===== src/rtl/decode_pkg.sv =====
// Shared encodings for the RV32I/M decode stage: opcodes, select codes,
// ALU operation codes, the ID/EX control bundle and the M-op FSM states.
package decode_pkg;

    localparam logic [6:0] OP_LOAD   = 7'b0000011;
    localparam logic [6:0] OP_STORE  = 7'b0100011;
    localparam logic [6:0] OP_R      = 7'b0110011;
    localparam logic [6:0] OP_IMM    = 7'b0010011;
    localparam logic [6:0] OP_BRANCH = 7'b1100011;
    localparam logic [6:0] OP_JAL    = 7'b1101111;
    localparam logic [6:0] OP_JALR   = 7'b1100111;
    localparam logic [6:0] OP_LUI    = 7'b0110111;
    localparam logic [6:0] OP_AUIPC  = 7'b0010111;

    localparam logic [2:0] IMM_I = 3'b000;
    localparam logic [2:0] IMM_S = 3'b001;
    localparam logic [2:0] IMM_B = 3'b010;
    localparam logic [2:0] IMM_J = 3'b011;
    localparam logic [2:0] IMM_U = 3'b100;

    localparam logic [1:0] RES_ALU = 2'b00;
    localparam logic [1:0] RES_MEM = 2'b01;
    localparam logic [1:0] RES_PC4 = 2'b10;
    localparam logic [1:0] RES_MD  = 2'b11;

    localparam logic [3:0] ALU_ADD   = 4'b0000;
    localparam logic [3:0] ALU_SUB   = 4'b0001;
    localparam logic [3:0] ALU_AND   = 4'b0010;
    localparam logic [3:0] ALU_OR    = 4'b0011;
    localparam logic [3:0] ALU_XOR   = 4'b0100;
    localparam logic [3:0] ALU_SLT   = 4'b0101;
    localparam logic [3:0] ALU_SLTU  = 4'b0110;
    localparam logic [3:0] ALU_SLL   = 4'b0111;
    localparam logic [3:0] ALU_SRL   = 4'b1000;
    localparam logic [3:0] ALU_SRA   = 4'b1001;
    localparam logic [3:0] ALU_PASSB = 4'b1010;

    typedef enum logic {
        ST_IDLE   = 1'b0,
        ST_MD_RUN = 1'b1
    } md_state_e;

    typedef struct packed {
        logic       valid;
        logic       reg_write;
        logic       mem_write;
        logic       branch;
        logic       jump;
        logic       jalr;
        logic       alu_src;
        logic       alu_src_a;
        logic       illegal;
        logic       md_op;
        logic [1:0] result_src;
        logic [3:0] alu_ctrl;
        logic [2:0] md_funct;
    } ctrl_t;

endpackage


===== src/rtl/alu_ctrl_decode.sv =====
// Combinational opcode/funct3/funct7 decode into the ALU operation code,
// with legality checking of every supported encoding.
module alu_ctrl_decode
    import decode_pkg::*;
#(
    parameter bit ENABLE_M = 1'b1
) (
    input  logic [6:0] i_opcode,
    input  logic [2:0] i_funct3,
    input  logic [6:0] i_funct7,
    output logic [3:0] o_alu_ctrl,
    output logic       o_md_op,
    output logic       o_illegal
);

    function automatic logic [3:0] arith_op(input logic [2:0] f3, input logic alt);
        logic [3:0] op;
        case (f3)
            3'b000:  op = alt ? ALU_SUB : ALU_ADD;
            3'b001:  op = ALU_SLL;
            3'b010:  op = ALU_SLT;
            3'b011:  op = ALU_SLTU;
            3'b100:  op = ALU_XOR;
            3'b101:  op = alt ? ALU_SRA : ALU_SRL;
            3'b110:  op = ALU_OR;
            default: op = ALU_AND;
        endcase
        return op;
    endfunction

    logic [3:0] w_alu;
    logic       w_md;
    logic       w_ill;

    always_comb begin
        w_alu = ALU_ADD;
        w_md  = 1'b0;
        w_ill = 1'b0;
        case (i_opcode)
            OP_R: begin
                if (i_funct7 == 7'b0000001) begin
                    w_md  = ENABLE_M;
                    w_ill = !ENABLE_M;
                end else if (i_funct7 == 7'b0000000) begin
                    w_alu = arith_op(i_funct3, 1'b0);
                end else if (i_funct7 == 7'b0100000 &&
                             (i_funct3 == 3'b000 || i_funct3 == 3'b101)) begin
                    w_alu = arith_op(i_funct3, 1'b1);
                end else begin
                    w_ill = 1'b1;
                end
            end
            // Only SRAI reuses imm[10] as an operation selector; shifts must
            // carry a clean upper immediate field.
            OP_IMM: begin
                w_alu = arith_op(i_funct3, (i_funct3 == 3'b101) && i_funct7[5]);
                if (i_funct3 == 3'b001 && i_funct7 != 7'b0000000)
                    w_ill = 1'b1;
                if (i_funct3 == 3'b101 && i_funct7 != 7'b0000000 &&
                    i_funct7 != 7'b0100000)
                    w_ill = 1'b1;
            end
            OP_LOAD:   w_ill = (i_funct3 == 3'b011) || (i_funct3 == 3'b110) ||
                               (i_funct3 == 3'b111);
            OP_STORE:  w_ill = i_funct3[2] || (i_funct3 == 3'b011);
            OP_BRANCH: begin
                w_alu = ALU_SUB;
                w_ill = (i_funct3 == 3'b010) || (i_funct3 == 3'b011);
            end
            OP_JALR:   w_ill = (i_funct3 != 3'b000);
            OP_JAL:    w_alu = ALU_ADD;
            OP_AUIPC:  w_alu = ALU_ADD;
            OP_LUI:    w_alu = ALU_PASSB;
            default:   w_ill = 1'b1;
        endcase
        if (w_ill) begin
            w_alu = ALU_ADD;
            w_md  = 1'b0;
        end
    end

    assign o_alu_ctrl = w_alu;
    assign o_md_op    = w_md;
    assign o_illegal  = w_ill;

endmodule


===== src/rtl/decode_ctrl_stage.sv =====
// RV32I(+M) decode stage: control decode, ID/EX control register with
// hazard stall/flush, and the multi-cycle MUL/DIV occupancy FSM.
module decode_ctrl_stage
    import decode_pkg::*;
#(
    parameter bit ENABLE_M   = 1'b1,
    parameter int MUL_CYCLES = 2,
    parameter int DIV_CYCLES = 8
) (
    input  logic        clk,
    input  logic        rst,
    input  logic [31:0] instr_d,
    input  logic        valid_d,
    input  logic        stall_e,
    input  logic        flush_e,
    output logic [2:0]  imm_src_d,
    output logic        valid_e,
    output logic        reg_write_e,
    output logic        mem_write_e,
    output logic        branch_e,
    output logic        jump_e,
    output logic        jalr_e,
    output logic        alu_src_e,
    output logic        alu_src_a_e,
    output logic        illegal_e,
    output logic        md_op_e,
    output logic [1:0]  result_src_e,
    output logic [3:0]  alu_ctrl_e,
    output logic [2:0]  md_funct_e,
    output logic        md_stall,
    output logic        md_done
);

    function automatic logic [4:0] md_cycles(input logic sel_div);
        return sel_div ? 5'(DIV_CYCLES) : 5'(MUL_CYCLES);
    endfunction

    logic [6:0] w_opcode;
    logic [2:0] w_funct3;
    logic [6:0] w_funct7;
    logic [3:0] w_alu_ctrl;
    logic       w_md_op;
    logic       w_illegal;
    logic       w_unused;
    ctrl_t      w_ctrl_d;
    ctrl_t      r_ctrl_e;
    logic       w_load;
    logic [4:0] w_cycles_d;
    md_state_e  r_state, w_state_nx;
    logic [3:0] r_cnt, w_cnt_nx;
    logic       r_md_done, w_md_done_nx;

    assign w_opcode = instr_d[6:0];
    assign w_funct3 = instr_d[14:12];
    assign w_funct7 = instr_d[31:25];
    assign w_unused = ^{instr_d[24:15], instr_d[11:7]};

    alu_ctrl_decode #(.ENABLE_M(ENABLE_M)) u_alu_ctrl_decode (
        .i_opcode   (w_opcode),
        .i_funct3   (w_funct3),
        .i_funct7   (w_funct7),
        .o_alu_ctrl (w_alu_ctrl),
        .o_md_op    (w_md_op),
        .o_illegal  (w_illegal)
    );

    always_comb begin
        w_ctrl_d  = '0;
        imm_src_d = IMM_I;
        case (w_opcode)
            OP_STORE:          imm_src_d = IMM_S;
            OP_BRANCH:         imm_src_d = IMM_B;
            OP_JAL:            imm_src_d = IMM_J;
            OP_LUI, OP_AUIPC:  imm_src_d = IMM_U;
            default:           imm_src_d = IMM_I;
        endcase
        // A bubble (valid_d=0) leaves the whole bundle zero.
        if (valid_d) begin
            w_ctrl_d.valid = 1'b1;
            if (w_illegal) begin
                w_ctrl_d.illegal = 1'b1;
            end else begin
                w_ctrl_d.alu_ctrl = w_alu_ctrl;
                case (w_opcode)
                    OP_LOAD: begin
                        w_ctrl_d.reg_write  = 1'b1;
                        w_ctrl_d.alu_src    = 1'b1;
                        w_ctrl_d.result_src = RES_MEM;
                    end
                    OP_STORE: begin
                        w_ctrl_d.mem_write = 1'b1;
                        w_ctrl_d.alu_src   = 1'b1;
                    end
                    OP_R: begin
                        w_ctrl_d.reg_write = 1'b1;
                        if (w_md_op) begin
                            w_ctrl_d.md_op      = 1'b1;
                            w_ctrl_d.result_src = RES_MD;
                            w_ctrl_d.md_funct   = w_funct3;
                        end
                    end
                    OP_IMM: begin
                        w_ctrl_d.reg_write = 1'b1;
                        w_ctrl_d.alu_src   = 1'b1;
                    end
                    OP_BRANCH: w_ctrl_d.branch = 1'b1;
                    OP_JAL: begin
                        w_ctrl_d.reg_write  = 1'b1;
                        w_ctrl_d.jump       = 1'b1;
                        w_ctrl_d.result_src = RES_PC4;
                    end
                    OP_JALR: begin
                        w_ctrl_d.reg_write  = 1'b1;
                        w_ctrl_d.jump       = 1'b1;
                        w_ctrl_d.jalr       = 1'b1;
                        w_ctrl_d.alu_src    = 1'b1;
                        w_ctrl_d.result_src = RES_PC4;
                    end
                    OP_LUI: begin
                        w_ctrl_d.reg_write = 1'b1;
                        w_ctrl_d.alu_src   = 1'b1;
                    end
                    OP_AUIPC: begin
                        w_ctrl_d.reg_write = 1'b1;
                        w_ctrl_d.alu_src   = 1'b1;
                        w_ctrl_d.alu_src_a = 1'b1;
                    end
                    default: w_ctrl_d.illegal = 1'b1;
                endcase
            end
        end
    end

    assign md_stall   = (r_state == ST_MD_RUN);
    assign w_load     = !flush_e && !stall_e && !md_stall;
    assign w_cycles_d = md_cycles(w_funct3[2]);

    // ---- ID/EX boundary ----
    always_ff @(posedge clk) begin
        if (rst)
            r_ctrl_e <= '0;
        else if (flush_e)
            r_ctrl_e <= '0;
        else if (w_load)
            r_ctrl_e <= w_ctrl_d;
    end

    // The counter starts at C-2 so that it reaches zero in cycle C-1; md_done
    // is registered and therefore shows up in cycle C, once the stall drops.
    always_comb begin
        w_state_nx   = r_state;
        w_cnt_nx     = r_cnt;
        w_md_done_nx = 1'b0;
        case (r_state)
            ST_IDLE: begin
                if (w_load && w_ctrl_d.md_op) begin
                    if (w_cycles_d > 5'd1) begin
                        w_state_nx = ST_MD_RUN;
                        w_cnt_nx   = 4'(w_cycles_d - 5'd2);
                    end else begin
                        w_md_done_nx = 1'b1;
                    end
                end
            end
            ST_MD_RUN: begin
                if (flush_e) begin
                    w_state_nx = ST_IDLE;
                    w_cnt_nx   = 4'd0;
                end else if (r_cnt == 4'd0) begin
                    w_state_nx   = ST_IDLE;
                    w_md_done_nx = 1'b1;
                end else begin
                    w_cnt_nx = r_cnt - 4'd1;
                end
            end
            default: w_state_nx = ST_IDLE;
        endcase
    end

    always_ff @(posedge clk) begin
        if (rst) begin
            r_state   <= ST_IDLE;
            r_cnt     <= 4'd0;
            r_md_done <= 1'b0;
        end else begin
            r_state   <= w_state_nx;
            r_cnt     <= w_cnt_nx;
            r_md_done <= w_md_done_nx;
        end
    end

    assign md_done      = r_md_done;
    assign valid_e      = r_ctrl_e.valid;
    assign reg_write_e  = r_ctrl_e.reg_write;
    assign mem_write_e  = r_ctrl_e.mem_write;
    assign branch_e     = r_ctrl_e.branch;
    assign jump_e       = r_ctrl_e.jump;
    assign jalr_e       = r_ctrl_e.jalr;
    assign alu_src_e    = r_ctrl_e.alu_src;
    assign alu_src_a_e  = r_ctrl_e.alu_src_a;
    assign illegal_e    = r_ctrl_e.illegal;
    assign md_op_e      = r_ctrl_e.md_op;
    assign result_src_e = r_ctrl_e.result_src;
    assign alu_ctrl_e   = r_ctrl_e.alu_ctrl;
    assign md_funct_e   = r_ctrl_e.md_funct;

endmodule

===== config.mk =====
export PLATFORM = sky130hd
export DESIGN_NAME = decode_ctrl_stage
export DESIGN_NICKNAME = d
export VERILOG_FILES = /design/src/rtl/decode_pkg.sv /design/src/rtl/alu_ctrl_decode.sv /design/src/rtl/decode_ctrl_stage.sv
export SDC_FILE = /design/constraint.sdc
export NUM_CORES = 1
export LEC_CHECK = 0
export ABC_AREA = 0
export CORE_MARGIN = 3
export CORE_UTILIZATION = 44
export DETAILED_ROUTE_END_ITERATION = 12
export GPL_TIMING_DRIVEN = 0
export HOLD_SLACK_MARGIN = 0.08
export PLACE_DENSITY = 0.86
export REMOVE_ABC_BUFFERS = 1
export SYNTH_ARGS = -nofsm -noshare
export SYNTH_HDL_FRONTEND = slang
export SYNTH_SLANG_ARGS = --single-unit

===== constraint.sdc =====
create_clock -name clk -period 2.3 [get_ports clk]
set_input_delay 0.345 -clock clk [delete_from_list [all_inputs] [get_ports clk]]
set_output_delay 0.345 -clock clk [all_outputs]
set_load 0.05 [all_outputs]

Word level (Yosys, flattened, before mapping)
Index checks and enable logic that the tools add are counted.
{"block": "totals", "reg_bits": 25, "inputBits": 37, "output_inout_bits": 24, "word_cells": 123}
{"block": "classes", "addsub": 2, "magnitude_cmp": 1, "eq_ne": 22, "mux": 52, "bitwise": 1, "n_reduce_logical": 29}
{"operator": "$pmux 4 s7", "n": 3}
{"operator": "$mux 4", "n": 8}
{"operator": "$eq 7x6->1 const B", "n": 4}
{"operator": "$mux 1", "n": 28}
{"operator": "$eq 7x7->1 const B", "n": 3}
{"operator": "$mux 19", "n": 1}
{"operator": "$pmux 4 s4", "n": 1}
{"operator": "$eq 7x5->1 const B", "n": 2}
{"operator": "$eq 3x3->1 const B", "n": 4}
{"operator": "$pmux 3 s4", "n": 1}
{"operator": "$mux 10", "n": 1}
{"operator": "$mux 3", "n": 3}
{"operator": "$reduce_or 9->1", "n": 1}
{"operator": "$logic_and 1x1->1", "n": 8}
{"operator": "$pmux 4 s2", "n": 1}
{"operator": "$eq 7x1->1 const B", "n": 1}
{"operator": "$eq 7x2->1 const B", "n": 1}
{"operator": "$logic_not 7->1", "n": 1}
{"operator": "$mux 7", "n": 1}
{"operator": "$ne 7x6->1 const B", "n": 1}
{"operator": "$pmux 1 s7", "n": 1}
{"operator": "$reduce_bool 7->1", "n": 1}
{"operator": "$reduce_or 7->1", "n": 1}
{"operator": "$eq 3x2->1 const B", "n": 2}
{"operator": "18 further kinds", "n": 28}

Depth between registers and ports, before layout
Gate-level depths: netlist of run 1.
{"block": "depth", "depth_word": 15, "depth_mapped": 8, "mapped_depth_nobuf": 7}

Modules after synthesis
A second synthesis of run 1 with hierarchy kept.
{"block": "unflattened", "hier_cells": 224, "hier_area_um2": 1699.1}
{"module": "decode_ctrl_stage", "instances": 1, "cells_per_inst": 151, "area_each_um2": 1221.2, "seq_area_each_um2": 500.5}
{"module": "alu_ctrl_decode", "instances": 1, "cells_per_inst": 73, "area_each_um2": 478.0, "seq_area_each_um2": 0.0}

Worst setup path after synthesis of run 1
No wires, ideal clock.
{"block": "synth_path", "path_type": "input to output", "from": "input instr_d[2]", "to": "output imm_src_d[0]", "t_arrival_ps": 2029, "required_ps": 1955, "setup_slack_ps": -74, "cell_stages": 4, "path_buffers": 1, "cell_sequence": "buf_6 and4bb_4 nand3b_2 o21ai_0"}
{"block": "synth_between", "elab_chain_cells": 3, "word_cells_on_any_way": 7, "cone_classes": "eq/ne (5); mux (1); reduce/logical (1)"}
{"element": "start: declaration", "line_no": "decode_ctrl_stage.sv:12", "rtl": "input logic [31:0] instr_d,"}
{"element": "$eq 7x5->1 / $eq 7x6->1 (equally long branches)", "line_no": "decode_ctrl_stage.sv:70", "rtl": "case (w_opcode)"}
{"element": "$reduce_or 2->1", "line_no": "decode_ctrl_stage.sv:70"}
{"element": "$pmux 3 s4 (*)", "line_no": "decode_ctrl_stage.sv:70"}
{"element": "end: declaration", "line_no": "decode_ctrl_stage.sv:16", "rtl": "output logic [2:0] imm_src_d,"}
Mark *: on every way between the ends. The rest lies on a longest branch, timed or not.

Worst setup path after layout of run 1
{"block": "layout_path", "from": "input instr_d[3]", "to": "output imm_src_d[1]"}
The elaborated chain is that of the path after synthesis.

==> impl_metrics.toml, run 1 <==
[die]
die_h_um = 65.9
row_count = 21
die_area_mm2 = 0.00434
initial_core_util_pct = 46.5
dieWidth_um = 65.9
io_pins = 61
core_mm2 = 0.00339

[routing]
post_drt_wl_per_cell_um = 13.3
vias = 1552
dr.first_iter.drc_count = 91
postRouteAntennaNets = 0
wl_mm = 3.69
vias_per_cell = 5.60
drc = 0
dr.pass1.iters = 4

[placed_design]
numPortBuffers = 45
place_area_mm2 = 0.00202
hpwl_mm = 2.82
gp_congestion = 0.857

[synth]
synth_cells = 194
synth-main-ff-cell = "dfxtp_1"
synth_edf_count = 0
yosysSeqAreaShare_pct = 31.7
syn_avg_cell_area_um2 = 8.13
ys_async_sr_fraction_pct = 0
netlist_area_mm2 = 0.00158
yosys_warnings = 0
synth_seq_cells = 25
yosysUniqueCellTypes = 52

[cts]
cts_resized = 19
clk_latency_ps = 310
cts_root_buf = "clkbuf_4"
tritoncts = "yes"
post_cts_buffers = 0
clock_path_buffers = 2
htree_levels = 1
cts-hold-fix-buffers = 0
path_clk_slew_ps = 130
cts_buffers = 3
cts_sinks = 25

[grt]
overflow = 0
antenna_found_initial = 0
grt_pass1_vias = 1349
grt_max_degree = 20
grt_pass1_wl_mm = 6.05
gr-usage-all-layers_pct = 17.4

[setup_path]
worst-endpoint-required_ps = 1960
critical_path_class = "in2out"
end_kind = "primary output"
cp_data_arrival_time_ps = 1870
reg2reg_slack_ps = 340
reg2reg_from = "md_stall"
crit_end = "imm_src_d[1]"
startpoint = "instr_d[3]"
regToRegEndpoint = "r_cnt[3]"
critPathMaxFanout = 7
crit_path_start_kind = "primary input"
reg2reg_depth = 6

[finish]
final_nets = 271
drive_gt1_share_pct = 9.96
antenna_cells = 0
final_core_util_pct = 59.9
stdcell_area_mm2 = 0.00203
syn2layout_area_growth_pct = 28.6

[timing]
rsz0062_at_grt = "no"
hold_violations = 0
setup_violations = 0
final_max_slew_viol_count = 0
slew_headroom_pct = 57.2
fmax_mhz = 451
min_period_ps = 2220
fin_skew_ps = 3.24
fin_crit_sh_pct = 96.5
worst_pin_slew_ps = 639

[pwr]
leakagePower_nw = 0.705
power.density_mw_per_mm2 = 375
peakVddDrop_uv = 194

[job]
drv_cap = 0

[outcome]
status = "completed"

[worst_hold_path]
hp-class = "reg2reg"
min_path_cells = 2
==> critical path, cell delays in order <==
cell and delay (ps):
clkdlybuf4s50_1 540, and4bb_4 420, nand4b_1 240, nand2_1 130
buf_4 200
==> cell usage after synthesis (3+ instances only) <==
library cell	count	area, um2
dfxtp_1	25	500
nor2_1	24	90.1
nand2_1	21	78.8
o21ai_0	14	70.1
a21oi_1	12	60.1
nand2b_1	7	43.8
nor3_1	7	35.0
a22oi_1	6	45.0
nor2b_1	6	37.5
buf_2	5	25.0
nand3_1	5	25.0
inv_1	4	15.0
clkbuf_1	3	11.3
nand4_1	3	18.8
==> flip-flops by register name (all words and copies together) (netlist names), 2 cells and up <==
signal	count
alu_ctrl_e	4
r_cnt	4
md_funct_e	3
result_src_e	2
==> final cells by class <==
cell class / count / area (um2)
Clock buffer: 4 / 26.3
Fill cell: 306 / 1360
Inverter: 4 / 15.0
Multi-Input combinational cell: 153 / 992
Sequential cell: 25 / 500
Tap cell: 46 / 57.6
Timing Repair Buffer: 45 / 438
==> worst min path at each step <==
stage	slack, ps	startpoint	end
5_1_grt	500	result_src_e[0]	result_src_e[0]
3_5_place_dp	450	result_src_e[1]	result_src_e[1]
3_3_place_gp	440	result_src_e[0]	result_src_e[0]
4_1_cts	470	md_op_e	md_op_e
2_1_floorplan	410	rst	md_stall
6_report	460	md_op_e	md_op_e
==> per-layer routing <==
layer / up-vias / share of wire, % / global-route usage (%)
met5: - / 0 / 0
met4: 0 / 2.0 / 6.22
met3: 7 / 3.7 / 1.19
met2: 42 / 46 / 27.2
met1: 720 / 48 / 25.0
li1: 783 / - / -
==> stage by stage <==
stage	setup WS, ps	std cells	TNS (ps)	hold WS [ps]	power (mW)
global placement	-804	273	-5400	439	0.576
CTS	5.87	277	0	466	0.766
global route	25.0	277	0	499	0.798
detailed placement	-830	273	-5840	447	0.579
finish	81.5	277	0	463	0.761
floorplan	43.6	182	0	414	0.504
==> cell families (layout without fill, tap and decap cells) <==
| family | after synthesis | count (layout) | share of synthesized area (%) |
|---|---|---|---|
| adder cells (fa/ha/maj) | 2 | 2 | 1.59 |
| buffers and inverters | 16 | 53 | 5.39 |
| XOR/XNOR | 2 | 2 | 1.11 |
| multiplexers | 1 | 1 | 0.714 |
| AND/OR/NAND/NOR | 96 | 96 | 37.0 |
| AO/OA/AOI/OAI | 52 | 52 | 22.5 |
| flip-flops | 25 | 25 | 31.7 |
==> report_power, final <==
group	switching [mW]	internal [mW]	total, mW
combinational	0.0758	0.0587	0.134
sequential	0.000337	0.434	0.434
clock	0.125	0.0678	0.192
==> layout by cell type (no fill, tap or decap), drive strengths merged, types with 3 or more instances in the layout <==
| cell | netlist | final |
|---|---|---|
| clkdlybuf4s50 | 0 | 37 |
| dfxtp | 25 | 25 |
| nor2 | 24 | 24 |
| nand2 | 21 | 21 |
| o21ai | 14 | 14 |
| a21oi | 12 | 12 |
| nor3 | 8 | 8 |
| nand2b | 7 | 7 |
| nor2b | 6 | 6 |
| a22oi | 6 | 6 |
| nand3 | 6 | 6 |
| clkbuf | 3 | 6 |
| inv | 4 | 4 |
| nand3b | 4 | 4 |
| nor4 | 4 | 4 |
| o31ai | 4 | 4 |
| nand4 | 3 | 3 |
| or3 | 3 | 3 |
(Power assumes the default switching activity.)
==> run 2: changes to the inputs <==
- PLACE_DENSITY: 0.86 -> 0.83
==> run 2 against run 1 <==
Effect of this change: total power about the same; clock skew decreased by 0.92 ps; worst hold slack improved by 1.8 ps; sequential cell count unchanged; global-route usage is 1.3 points higher; clock power about the same; critical path depth did not move; sequential power hardly changed; count of clock-buffer cells in the layout stayed put; core utilization is 0.37 points higher; via count rose by 0.32%; critical path type unchanged; largest cell class unchanged; largest power group unchanged; highest routed layer unchanged.
==> impl_metrics.toml, run 2 (synthesized netlist as in run 1, its figures left out) <==
[timing]
fin_skew_ps = 2.32
hold_ws_ps = 465
fmax_mhz = 451
fin_setup_tns_ps = 0
slew_headroom_pct = 57.0
min_period_ps = 2220
hold_violations = 0
rsz0062_at_grt = "no"
worst_pin_slew_ps = 643
setup_violations = 0
fin_crit_sh_pct = 96.4
final_max_slew_viol_count = 0
setup_ws_ps = 83.0

[finish]
layout_common_cells = "37 x clkdlybuf4s50_1, 25 x dfxtp_1, 24 x nor2_1"
antenna_cells = 0
syn2layout_area_growth_pct = 29.4
drive_gt1_share_pct = 10.3
final_nets = 272
mostFrequentLayoutCell = "clkdlybuf4s50_1"
stdcell_area_mm2 = 0.00204

[placed_design]
numPortBuffers = 45
gp_congestion = 0.829
dp_slack_ps = -848
place_area_mm2 = 0.00202
hpwl_mm = 2.90

[worst_hold_path]
hold_path.startpoint = "md_op_e"
hp-class = "reg2reg"

[setup_path]
startpoint = "instr_d[3]"
critical_path_class = "in2out"
worstPathCellList = "clkdlybuf4s50_1 -> nand3b_1 -> nor2_1 -> and2_1 -> buf_2"
crit_path_start_kind = "primary input"
cp_data_arrival_time_ps = 1870
end_kind = "primary output"
reg2reg_from = "md_stall"
crit_family = "buffers and inverters"
worst-endpoint-required_ps = 1960
critPathMaxFanout = 7
crit_buf_inv = 2
slowest_delay_ps = 540
critPathSlowestCell = "clkdlybuf4s50_1"

[die]
core_mm2 = 0.00339
die_area_mm2 = 0.00434
row_count = 21
dieWidth_um = 65.9
die_h_um = 65.9
initial_core_util_pct = 46.5
io_pins = 61

[cts]
cts-hold-fix-buffers = 0
tritoncts = "yes"
cts_buffers = 3
htree_levels = 1
cts_root_buf = "clkbuf_4"
clk_latency_ps = 310
clock_path_buffers = 2
cts_sinks = 25
path_clk_slew_ps = 130

[routing]
post_drt_wl_per_cell_um = 13.8
dr.first_iter.drc_count = 141
wl_mm = 3.84
drc = 0
dr.pass1.iters = 5
vias_per_cell = 5.60
vias = 1557
postRouteAntennaNets = 0

[grt]
grt_pass1_vias = 1375
gr-usage-all-layers_pct = 18.7
overflow = 0
grt_max_degree = 20
antenna_found_initial = 0
grt_pass1_wl_mm = 6.60

[pwr]
leakagePower_nw = 0.710
power.density_mw_per_mm2 = 372
peakVddDrop_uv = 190

[job]
drv_cap = 0

[outcome]
status = "completed"
## run 2: layout make-up
class,instances,area [um2]
well taps,46,57.6
flip-flops and latches,25,500
inverters,4,15.0
repair buffers,46,450
multi-input cells,153,992
clock buffers,4,26.3
fillers,301,1350
## run 2: timing repair
item | CTS | global route
resized for setup | 21 | 4
pin swaps | 0 | 1
endpoints found under the setup margin | 5 | 12
buffers inserted | 0 | 1
endpoints found under the hold margin | 0 | 0
## run 2: through the flow
| stage | util, % | power (mW) | std cells |
|---|---|---|---|
| finish | 60.2 | 0.761 | 278 |
| global route | 60.2 | 0.796 | 278 |
| CTS | 60.0 | 0.762 | 277 |
| detailed placement | 59.5 | 0.578 | 273 |
| global placement | 59.5 | 0.577 | 273 |
| floorplan | - | 0.504 | 182 |
## run 2: worst reg2reg max path: cells and delay by family, from the launching register on
| kind | cells | cell delay, ps |
|---|---|---|
| AND/OR/NAND/NOR | 4 | 980 |
| flip-flops | 1 | 560 |
| AO/OA/AOI/OAI | 1 | 270 |
| XOR/XNOR | 1 | 140 |
## run 2: power breakdown
group / switching [mW] / internal [mW]
Combinational: 0.0747 / 0.0603
Clock: 0.124 / 0.0676
Sequential: 0.000348 / 0.434
Total: 0.199 / 0.562
## run 2: routing by layer
metal | share of wire (%) | track usage, % | up-vias
met2 | 47 | 28.8 | 38
met5 | 0 | 0 | -
met1 | 48 | 27.8 | 738
li1 | - | - | 779
met3 | 4.6 | 2.04 | 2
met4 | 0.75 | 3.89 | 0
## run 2: path summary, 6_finish.rpt
check                 endpoint  slack, ps  cells after the start
setup / recovery  imm_src_d[2]         80                      5
setup reg to reg      r_cnt[3]        240                      6
hold / removal         md_op_e        460                      2
hold reg to reg        md_op_e        460                      2
